[src/rtl/bp_nonsynth_commit_trace_arbiter.sv]
`default_nettype none
// ============================================================================
// Module   : bp_nonsynth_commit_trace_arbiter
// Purpose  : Merges per-core commit records onto a single ready/valid trace
//            channel. Each core feeds a small circular buffer. A round-robin
//            arbiter drains the buffers into a registered output stage.
//            Cores are never stalled: a record that finds its buffer full is
//            dropped, flagged and counted. Per-core sequence numbers expose the
//            resulting gaps to the consumer.
// Ports    : clk_i, reset_n_i (sync, active-low), en_i (capture enable)
//            commit_*_i       per-core commit record, core 0 in the LSBs
//            trace_v_o / trace_yumi_i  output handshake (yumi only when valid)
//            trace_*_o        registered output record with core id and seq
//            overflow_o       sticky per-core drop flag
//            drop_cnt_o       saturating total drop count
// Revision : 1.0 - initial release
// ============================================================================
module bp_nonsynth_commit_trace_arbiter #(
  parameter int num_core_p    = 2,
  parameter int vaddr_width_p = 39,
  parameter int instr_width_p = 32,
  parameter int dword_width_p = 64,
  parameter int els_p         = 4,
  parameter int seq_width_p   = 32,
  localparam int core_id_width_lp = (num_core_p > 1) ? $clog2(num_core_p) : 1
) (
  input  logic                                   clk_i,
  input  logic                                   reset_n_i,
  input  logic                                   en_i,
  input  logic [num_core_p-1:0]                  commit_v_i,
  input  logic [num_core_p*vaddr_width_p-1:0]    commit_pc_i,
  input  logic [num_core_p*instr_width_p-1:0]    commit_instr_i,
  input  logic [num_core_p-1:0]                  commit_rd_w_v_i,
  input  logic [num_core_p-1:0]                  commit_rd_fp_i,
  input  logic [num_core_p*5-1:0]                commit_rd_addr_i,
  input  logic [num_core_p*dword_width_p-1:0]    commit_rd_data_i,
  output logic                                   trace_v_o,
  input  logic                                   trace_yumi_i,
  output logic [core_id_width_lp-1:0]            trace_core_o,
  output logic [seq_width_p-1:0]                 trace_seq_o,
  output logic [vaddr_width_p-1:0]               trace_pc_o,
  output logic [instr_width_p-1:0]               trace_instr_o,
  output logic                                   trace_rd_w_v_o,
  output logic                                   trace_rd_fp_o,
  output logic [4:0]                             trace_rd_addr_o,
  output logic [dword_width_p-1:0]               trace_rd_data_o,
  output logic [num_core_p-1:0]                  overflow_o,
  output logic [15:0]                            drop_cnt_o
);

  localparam int ptr_width_lp  = $clog2(els_p);
  localparam int cnt_width_lp  = ptr_width_lp + 1;
  localparam int cand_width_lp = core_id_width_lp + 1;
  // Stored record: {seq, pc, instr, rd_w_v, rd_fp, rd_addr, rd_data}
  localparam int rec_width_lp  = seq_width_p + vaddr_width_p + instr_width_p + 7 + dword_width_p;
  localparam logic [cnt_width_lp-1:0]     full_cnt_lp  = cnt_width_lp'(els_p);
  localparam logic [core_id_width_lp-1:0] last_core_lp = core_id_width_lp'(num_core_p - 1);

  logic [ptr_width_lp-1:0]      head_q  [num_core_p];
  logic [ptr_width_lp-1:0]      head_d  [num_core_p];
  logic [ptr_width_lp-1:0]      tail_q  [num_core_p];
  logic [ptr_width_lp-1:0]      tail_d  [num_core_p];
  logic [cnt_width_lp-1:0]      count_q [num_core_p];
  logic [cnt_width_lp-1:0]      count_d [num_core_p];
  logic [seq_width_p-1:0]       seq_q   [num_core_p];
  logic [seq_width_p-1:0]       seq_d   [num_core_p];
  logic [core_id_width_lp-1:0]  rr_ptr_q, rr_ptr_d;
  logic                         trace_v_q, trace_v_d;
  logic [core_id_width_lp-1:0]  trace_core_q, trace_core_d;
  logic [rec_width_lp-1:0]      trace_rec_q, trace_rec_d;
  logic [num_core_p-1:0]        overflow_q, overflow_d;
  logic [15:0]                  drop_cnt_q, drop_cnt_d;

  logic [num_core_p*rec_width_lp-1:0] wr_rec_flat;
  logic [num_core_p*rec_width_lp-1:0] head_rec_flat;
  logic [num_core_p-1:0]        capture, enq, deq, drop;
  logic                         load, grant_v;
  logic [core_id_width_lp-1:0]  grant_id;
  logic [cand_width_lp-1:0]     cand;
  logic [rec_width_lp-1:0]      grant_rec;
  logic [16:0]                  drop_sum;

  // Per-core record storage; the record is stamped with the core's current seq.
  for (genvar c = 0; c < num_core_p; c++) begin : g_core
    logic [rec_width_lp-1:0] mem_q [els_p];
    logic [rec_width_lp-1:0] mem_d [els_p];

    assign wr_rec_flat[c*rec_width_lp +: rec_width_lp] =
      {seq_q[c],
       commit_pc_i[c*vaddr_width_p +: vaddr_width_p],
       commit_instr_i[c*instr_width_p +: instr_width_p],
       commit_rd_w_v_i[c],
       commit_rd_fp_i[c],
       commit_rd_addr_i[c*5 +: 5],
       commit_rd_data_i[c*dword_width_p +: dword_width_p]};

    always_comb begin
      mem_d = mem_q;
      if (enq[c]) mem_d[tail_q[c]] = wr_rec_flat[c*rec_width_lp +: rec_width_lp];
    end

    always_ff @(posedge clk_i) begin
      mem_q <= mem_d;
    end

    assign head_rec_flat[c*rec_width_lp +: rec_width_lp] = mem_q[head_q[c]];
  end

  always_comb begin
    load     = ~trace_v_q | trace_yumi_i;
    grant_v  = 1'b0;
    grant_id = '0;
    cand     = '0;
    // Cyclic search starting at rr_ptr; rr_ptr + i never reaches 2*num_core_p,
    // so a single conditional subtract performs the wrap.
    for (int i = 0; i < num_core_p; i++) begin
      cand = {1'b0, rr_ptr_q} + cand_width_lp'(i);
      if (cand >= cand_width_lp'(num_core_p)) cand = cand - cand_width_lp'(num_core_p);
      if (load && !grant_v && (count_q[cand[core_id_width_lp-1:0]] != '0)) begin
        grant_v  = 1'b1;
        grant_id = cand[core_id_width_lp-1:0];
      end
    end

    grant_rec = '0;
    for (int c = 0; c < num_core_p; c++) begin
      if (grant_v && (grant_id == core_id_width_lp'(c)))
        grant_rec = head_rec_flat[c*rec_width_lp +: rec_width_lp];
    end

    // Fullness is judged on the start-of-cycle count; a same-cycle pop of the
    // same buffer frees the slot the incoming record needs.
    drop_sum = {1'b0, drop_cnt_q};
    for (int c = 0; c < num_core_p; c++) begin
      capture[c]    = commit_v_i[c] & en_i;
      deq[c]        = grant_v && (grant_id == core_id_width_lp'(c));
      enq[c]        = capture[c] && ((count_q[c] != full_cnt_lp) || deq[c]);
      drop[c]       = capture[c] && (count_q[c] == full_cnt_lp) && !deq[c];
      head_d[c]     = head_q[c] + ptr_width_lp'(deq[c]);
      tail_d[c]     = tail_q[c] + ptr_width_lp'(enq[c]);
      count_d[c]    = count_q[c] + cnt_width_lp'(enq[c]) - cnt_width_lp'(deq[c]);
      seq_d[c]      = seq_q[c] + seq_width_p'(capture[c]);
      overflow_d[c] = overflow_q[c] | drop[c];
      drop_sum      = drop_sum + 17'(drop[c]);
    end
    drop_cnt_d = drop_sum[16] ? 16'hFFFF : drop_sum[15:0];

    rr_ptr_d     = rr_ptr_q;
    trace_v_d    = trace_v_q;
    trace_core_d = trace_core_q;
    trace_rec_d  = trace_rec_q;
    if (grant_v) begin
      trace_v_d    = 1'b1;
      trace_core_d = grant_id;
      trace_rec_d  = grant_rec;
      rr_ptr_d     = (grant_id == last_core_lp) ? '0 : grant_id + core_id_width_lp'(1);
    end else if (load) begin
      trace_v_d = 1'b0;
    end
  end

  always_ff @(posedge clk_i) begin
    if (!reset_n_i) begin
      for (int c = 0; c < num_core_p; c++) begin
        head_q[c]  <= '0;
        tail_q[c]  <= '0;
        count_q[c] <= '0;
        seq_q[c]   <= '0;
      end
      rr_ptr_q     <= '0;
      trace_v_q    <= 1'b0;
      trace_core_q <= '0;
      trace_rec_q  <= '0;
      overflow_q   <= '0;
      drop_cnt_q   <= '0;
    end else begin
      for (int c = 0; c < num_core_p; c++) begin
        head_q[c]  <= head_d[c];
        tail_q[c]  <= tail_d[c];
        count_q[c] <= count_d[c];
        seq_q[c]   <= seq_d[c];
      end
      rr_ptr_q     <= rr_ptr_d;
      trace_v_q    <= trace_v_d;
      trace_core_q <= trace_core_d;
      trace_rec_q  <= trace_rec_d;
      overflow_q   <= overflow_d;
      drop_cnt_q   <= drop_cnt_d;
    end
  end

  assign trace_v_o    = trace_v_q;
  assign trace_core_o = trace_core_q;
  assign {trace_seq_o, trace_pc_o, trace_instr_o, trace_rd_w_v_o,
          trace_rd_fp_o, trace_rd_addr_o, trace_rd_data_o} = trace_rec_q;
  assign overflow_o   = overflow_q;
  assign drop_cnt_o   = drop_cnt_q;

endmodule
`default_nettype wire

[config.mk]
export PLATFORM = sky130hd
export DESIGN_NAME = bp_nonsynth_commit_trace_arbiter
export DESIGN_NICKNAME = d
export VERILOG_FILES = /design/src/rtl/bp_nonsynth_commit_trace_arbiter.sv
export SDC_FILE = /design/constraint.sdc
export NUM_CORES = 1
export LEC_CHECK = 0
export BUFFER_PORTS_ARGS = -buffer_cell sky130_fd_sc_hd__buf_2
export CORE_MARGIN = 2
export CORE_UTILIZATION = 35
export DETAILED_ROUTE_END_ITERATION = 16
export MAX_ROUTING_LAYER = met4
export PLACE_DENSITY_LB_ADDON = 0.15
export SYNTH_ARGS = -nofsm -noshare
export SYNTH_HDL_FRONTEND = slang
export SYNTH_SLANG_ARGS = --single-unit
export TNS_END_PERCENT = 5
[constraint.sdc]
create_clock -name clk_i -period 38.7 [get_ports clk_i]
set_input_delay 5.805 -clock clk_i [delete_from_list [all_inputs] [get_ports clk_i]]
set_output_delay 5.805 -clock clk_i [all_outputs]
set_load 0.01 [all_outputs]
==> reports/results.tsv <==
stage	metric	value	unit
clock_tree	clock tree from TritonCTS	built	
sta	setup repair after global routing missed its margin	no	
floorplan	io pins	484	
sta	post-route clock skew	0.02192	ns
pwr	internal power	3524	uW
global_routing	GR Util All Layers	18.08	%
synth	dominant cell by count in the synthesized netlist	edfxtp_1	
global_routing	first-pass GRT wire length	227.9	mm
clock_tree	number of buffers inserted during clock tree synthesis	180	
synth	cell count after synthesis	3111	
floorplan	Die Y	421.2	um
clock_tree	number of instances resized during post-cts repair	0	
sta	Final Hold Vio Count	0	
floorplan	initial cell density of the core	35.12	%
sta	post-route setup slack	29.49	ns
pwr	sequential share of power	43.7	%
synth	largest family of logic cells by synthesized area	multiplexers	
sta	Final min period	9.212	ns
synth	count of synthesis-stage warnings from yosys	0	
critical_path	slack of the worst reg-to-reg path	34.03	ns
detailed_routing	drt first-iter violations	2453	
detailed_routing	final routed DRC violation total	0	
sta	setup violation total in the final timing report	0	
synth	Synth Area in Compound Gates	3.593	%
worst_hold_path	hold-critical path endpoint	trace_core_o$_SDFFE_PN0P_	
detailed_routing	final wirelength	157.7	mm
floorplan	core region area	173400	um^2
sta	transition time of the tightest slew-check pin	1.295	ns
critical_path	worst flop-to-flop path endpoint	trace_rec_q[75]$_SDFFE_PN0P_	
finish	share of post-route cells with drive strength above 1	30.57	%
pwr	switching fraction of total power	29.47	%
clock_tree	CTS Hold Buffers Added	0	
synth	fraction of synthesized area in multiplexers	12.90	%
clock_tree	Num Clock Sinks	1666	
synth	top post-synthesis cells by count	edfxtp_1 (1392), mux4_2 (348), dfxtp_1 (274)	
pwr	total leakage power	0.02345	uW
critical_path	Crit Path Max Fanout	56	
clock_tree	largest buffer count on any clock path	3	
critical_path	category of the worst setup path capture point	register	
detailed_routing	routed wirelength normalized by instance count	25.62	um
global_routing	global-route congestion overflow total	0	
worst_hold_path	cell count of the worst hold path	2	
synth	cells taking the most area after synthesis	edfxtp_1 (69%), mux4_2 (13%), dfxtp_1 (9.0%), o22ai_1 (1.8%), nor2_1 (1.6%)	
synth	Most used DFF post-synth	edfxtp_1	
synth	flip-flop and latch count after synthesis	1666	
global_routing	number of antenna violations at the first check in global routing	70	
sta	setup TNS	0	ns
placed_design	setup slack at placement	28.49	ns
placed_design	routability cong.	0.7398	
clock_tree	deepest level of the CTS H-tree	4	
finish	Layout Area Growth over Synthesis	18.22	%
clock_tree	later-pin clock latency in the skew report	0.82	ns
synth	share of the synthesized netlist area taken by xor and xnor gates	1.035	%
critical_path	Worst EP required	39.45	ns
synth	Mean Syn Cell Area	19.58	um^2
sta	worst relative slew slack	13.69	%
worst_hold_path	hold path start	trace_core_o$_SDFFE_PN0P_	
detailed_routing	vias after detailed routing	31120	
sta	max-slew violation count	0	
detailed_routing	Final ANT Viol Nets	0	
critical_path	Arr. time, crit path	9.96	ns
detailed_routing	first drt pass iteration count	5	
sta	Period Utilization, post-route	23.80	%
pwr	reported net switching power	1472	uW
pwr	ratio of total power to cell area	69.39	nW/um^2
placed_design	hpwl dp	92.90	mm
synth	share of the yosys chip area belonging to registers	77.63	%
finish	Total Nets Final	3962	
clock_tree	Reg clk slew, reported paths	0.06	ns
floorplan	die footprint	177400	um^2
synth	post-synthesis simple-gate area fraction	3.153	%
global_routing	maximum number of pins on one net before global-route repair	117	
synth	number of synthesized flops with an enable pin	1392	
job	Max-Cap Viols	0	
critical_path	start of the worst register-to-register path	count_q[0][1]$_SDFF_PN0_	
sta	timing-limited maximum frequency	108.6	MHz
critical_path	critical path start-end classification	primary input to register	
detailed_routing	average vias per placed instance	5.056	
synth	Cell variety after synth	43	
pwr	share of total power in the clock network	33.7	%
critical_path	length in cells of the worst reg-to-reg path	8	
global_routing	vias in the first global route	31530	
run_status	outcome	finished, final reports clean	
clock_tree	number of setup buffers added after CTS	0	
clock_tree	clock tree root buffer cell	clkbuf_16	
synth	Synth area leader	edfxtp_1	
synth	synthesized-area fraction occupied by adder cells	0.3656	%
worst_hold_path	Hold/Removal Path Class	register to register	
synth	summed instance area of the synthesized netlist	60910	um^2
floorplan	Die W	421.2	um
synth	fraction of registers with async set or reset after synthesis	0	%
synth	net count of the mapped netlist	3417	
critical_path	category of the worst setup path launch point	primary input	
floorplan	Site Rows	153	
synth	area share of the largest cell type after synthesis	68.62	%
placed_design	Buffers on Ports	483	
pwr	Max VDD drop	0.06491	mV
pwr	relative contribution of combinational cells to total power	22.6	%
-- critical path, cell delays in order --
cell	delay [ns]
buf_2	0.10
nor2b_1	0.40
nor4b_1	0.17
a31oi_4	0.81
buf_4	0.75
buf_4	0.75
buf_4	0.80
o22ai_1	0.15
nor2_1	0.14
-- how the worst max path moves through the flow --
stage	slack [ns]	start	depth (start not counted)	to
after floorplan	18.87	trace_yumi_i	4	g_core[0].mem_q[348]$_DFFE_PP_
after global placement	28.61	trace_yumi_i	9	trace_rec_q[94]$_SDFFE_PN0P_
after detailed placement	28.49	trace_yumi_i	9	trace_rec_q[44]$_SDFFE_PN0P_
after CTS	29.37	trace_yumi_i	9	trace_rec_q[44]$_SDFFE_PN0P_
after global routing	29.24	trace_yumi_i	9	trace_rec_q[75]$_SDFFE_PN0P_
final	29.49	trace_yumi_i	9	trace_rec_q[75]$_SDFFE_PN0P_
-- cell families (layout without fill, tap and decap cells) --
family,Yosys count,after routing
flip-flops,1666,1666
multiplexers,350,350
AO/OA/AOI/OAI,386,386
XOR/XNOR,72,72
AND/OR/NAND/NOR,420,420
adder cells (fa/ha/maj),16,16
other,0,20
buffers and inverters,201,901
-- flip-flops by register name, summed over array words and instances, names as in the netlist, named ones only --
name and cells:
count_q 6, drop_cnt_o 16, g_core.mem_q 1392, head_q 4
overflow_o 2, rr_ptr_q 1, seq_q 64, tail_q 4
trace_core_o 1, trace_rec_q 174, trace_v_o 1
-- cells in the final DEF, fill, tap and decap left out, types with 33 or more instances in the layout --
master / instances
buf_2: 482
o22ai_1: 174
o21ai_0: 182
xnor2_1: 39
buf_4: 45
mux4_2: 348
nor2_1: 253
edfxtp_1: 1392
dfxtp_1: 270
clkbuf_1: 64
clkbuf_16: 182
xor2_1: 33
-- power groups by stage --
stage                     Clock, uW  Combinational [uW]  Sequential, uW
final                          1680                1130            2180
after global routing           1800                1230            2200
after CTS                      1730                1170            2190
after detailed placement          0                1170            2220
after global placement            0                1170            2220
after floorplan                   0                 723            2230
-- metal layers --
layer | GRT usage (%) | wire length (um) | vias to the layer above
li1 | - | - | 13730
met1 | 22.81 | 66770 | 16280
met2 | 29.78 | 79620 | 784
met3 | 3.395 | 6973 | 325
met4 | 5.311 | 4382 | 0
met5 | - | 0 | -
-- layout make-up --
cell class	instances	area, um^2
inverters	28	105.1
well taps	2325	2909
diodes	20	50.05
multi-input cells	1244	12910
clock buffers	265	5056
flip-flops and latches	1666	47300
fillers	15630	101400
repair buffers	536	2922
clock inverters	72	755.7
-- stage by stage --
stage / instance area, um^2 / hold slack [ns] / total power (uW) / utilization, % / instances
floorplan: 60910 / 0.4583 / 2952 / - / 3111
global route: 72000 / 0.5088 / 5226 / 41.51 / 6153
detailed placement: 66140 / 0.4638 / 3392 / 38.14 / 5799
global placement: 66140 / 0.4532 / 3390 / 38.14 / 5799
finish: 72010 / 0.4736 / 4996 / 41.52 / 6156
CTS: 71960 / 0.4750 / 5089 / 41.49 / 6136
No activity file was read; power rests on OpenSTA's default activity.
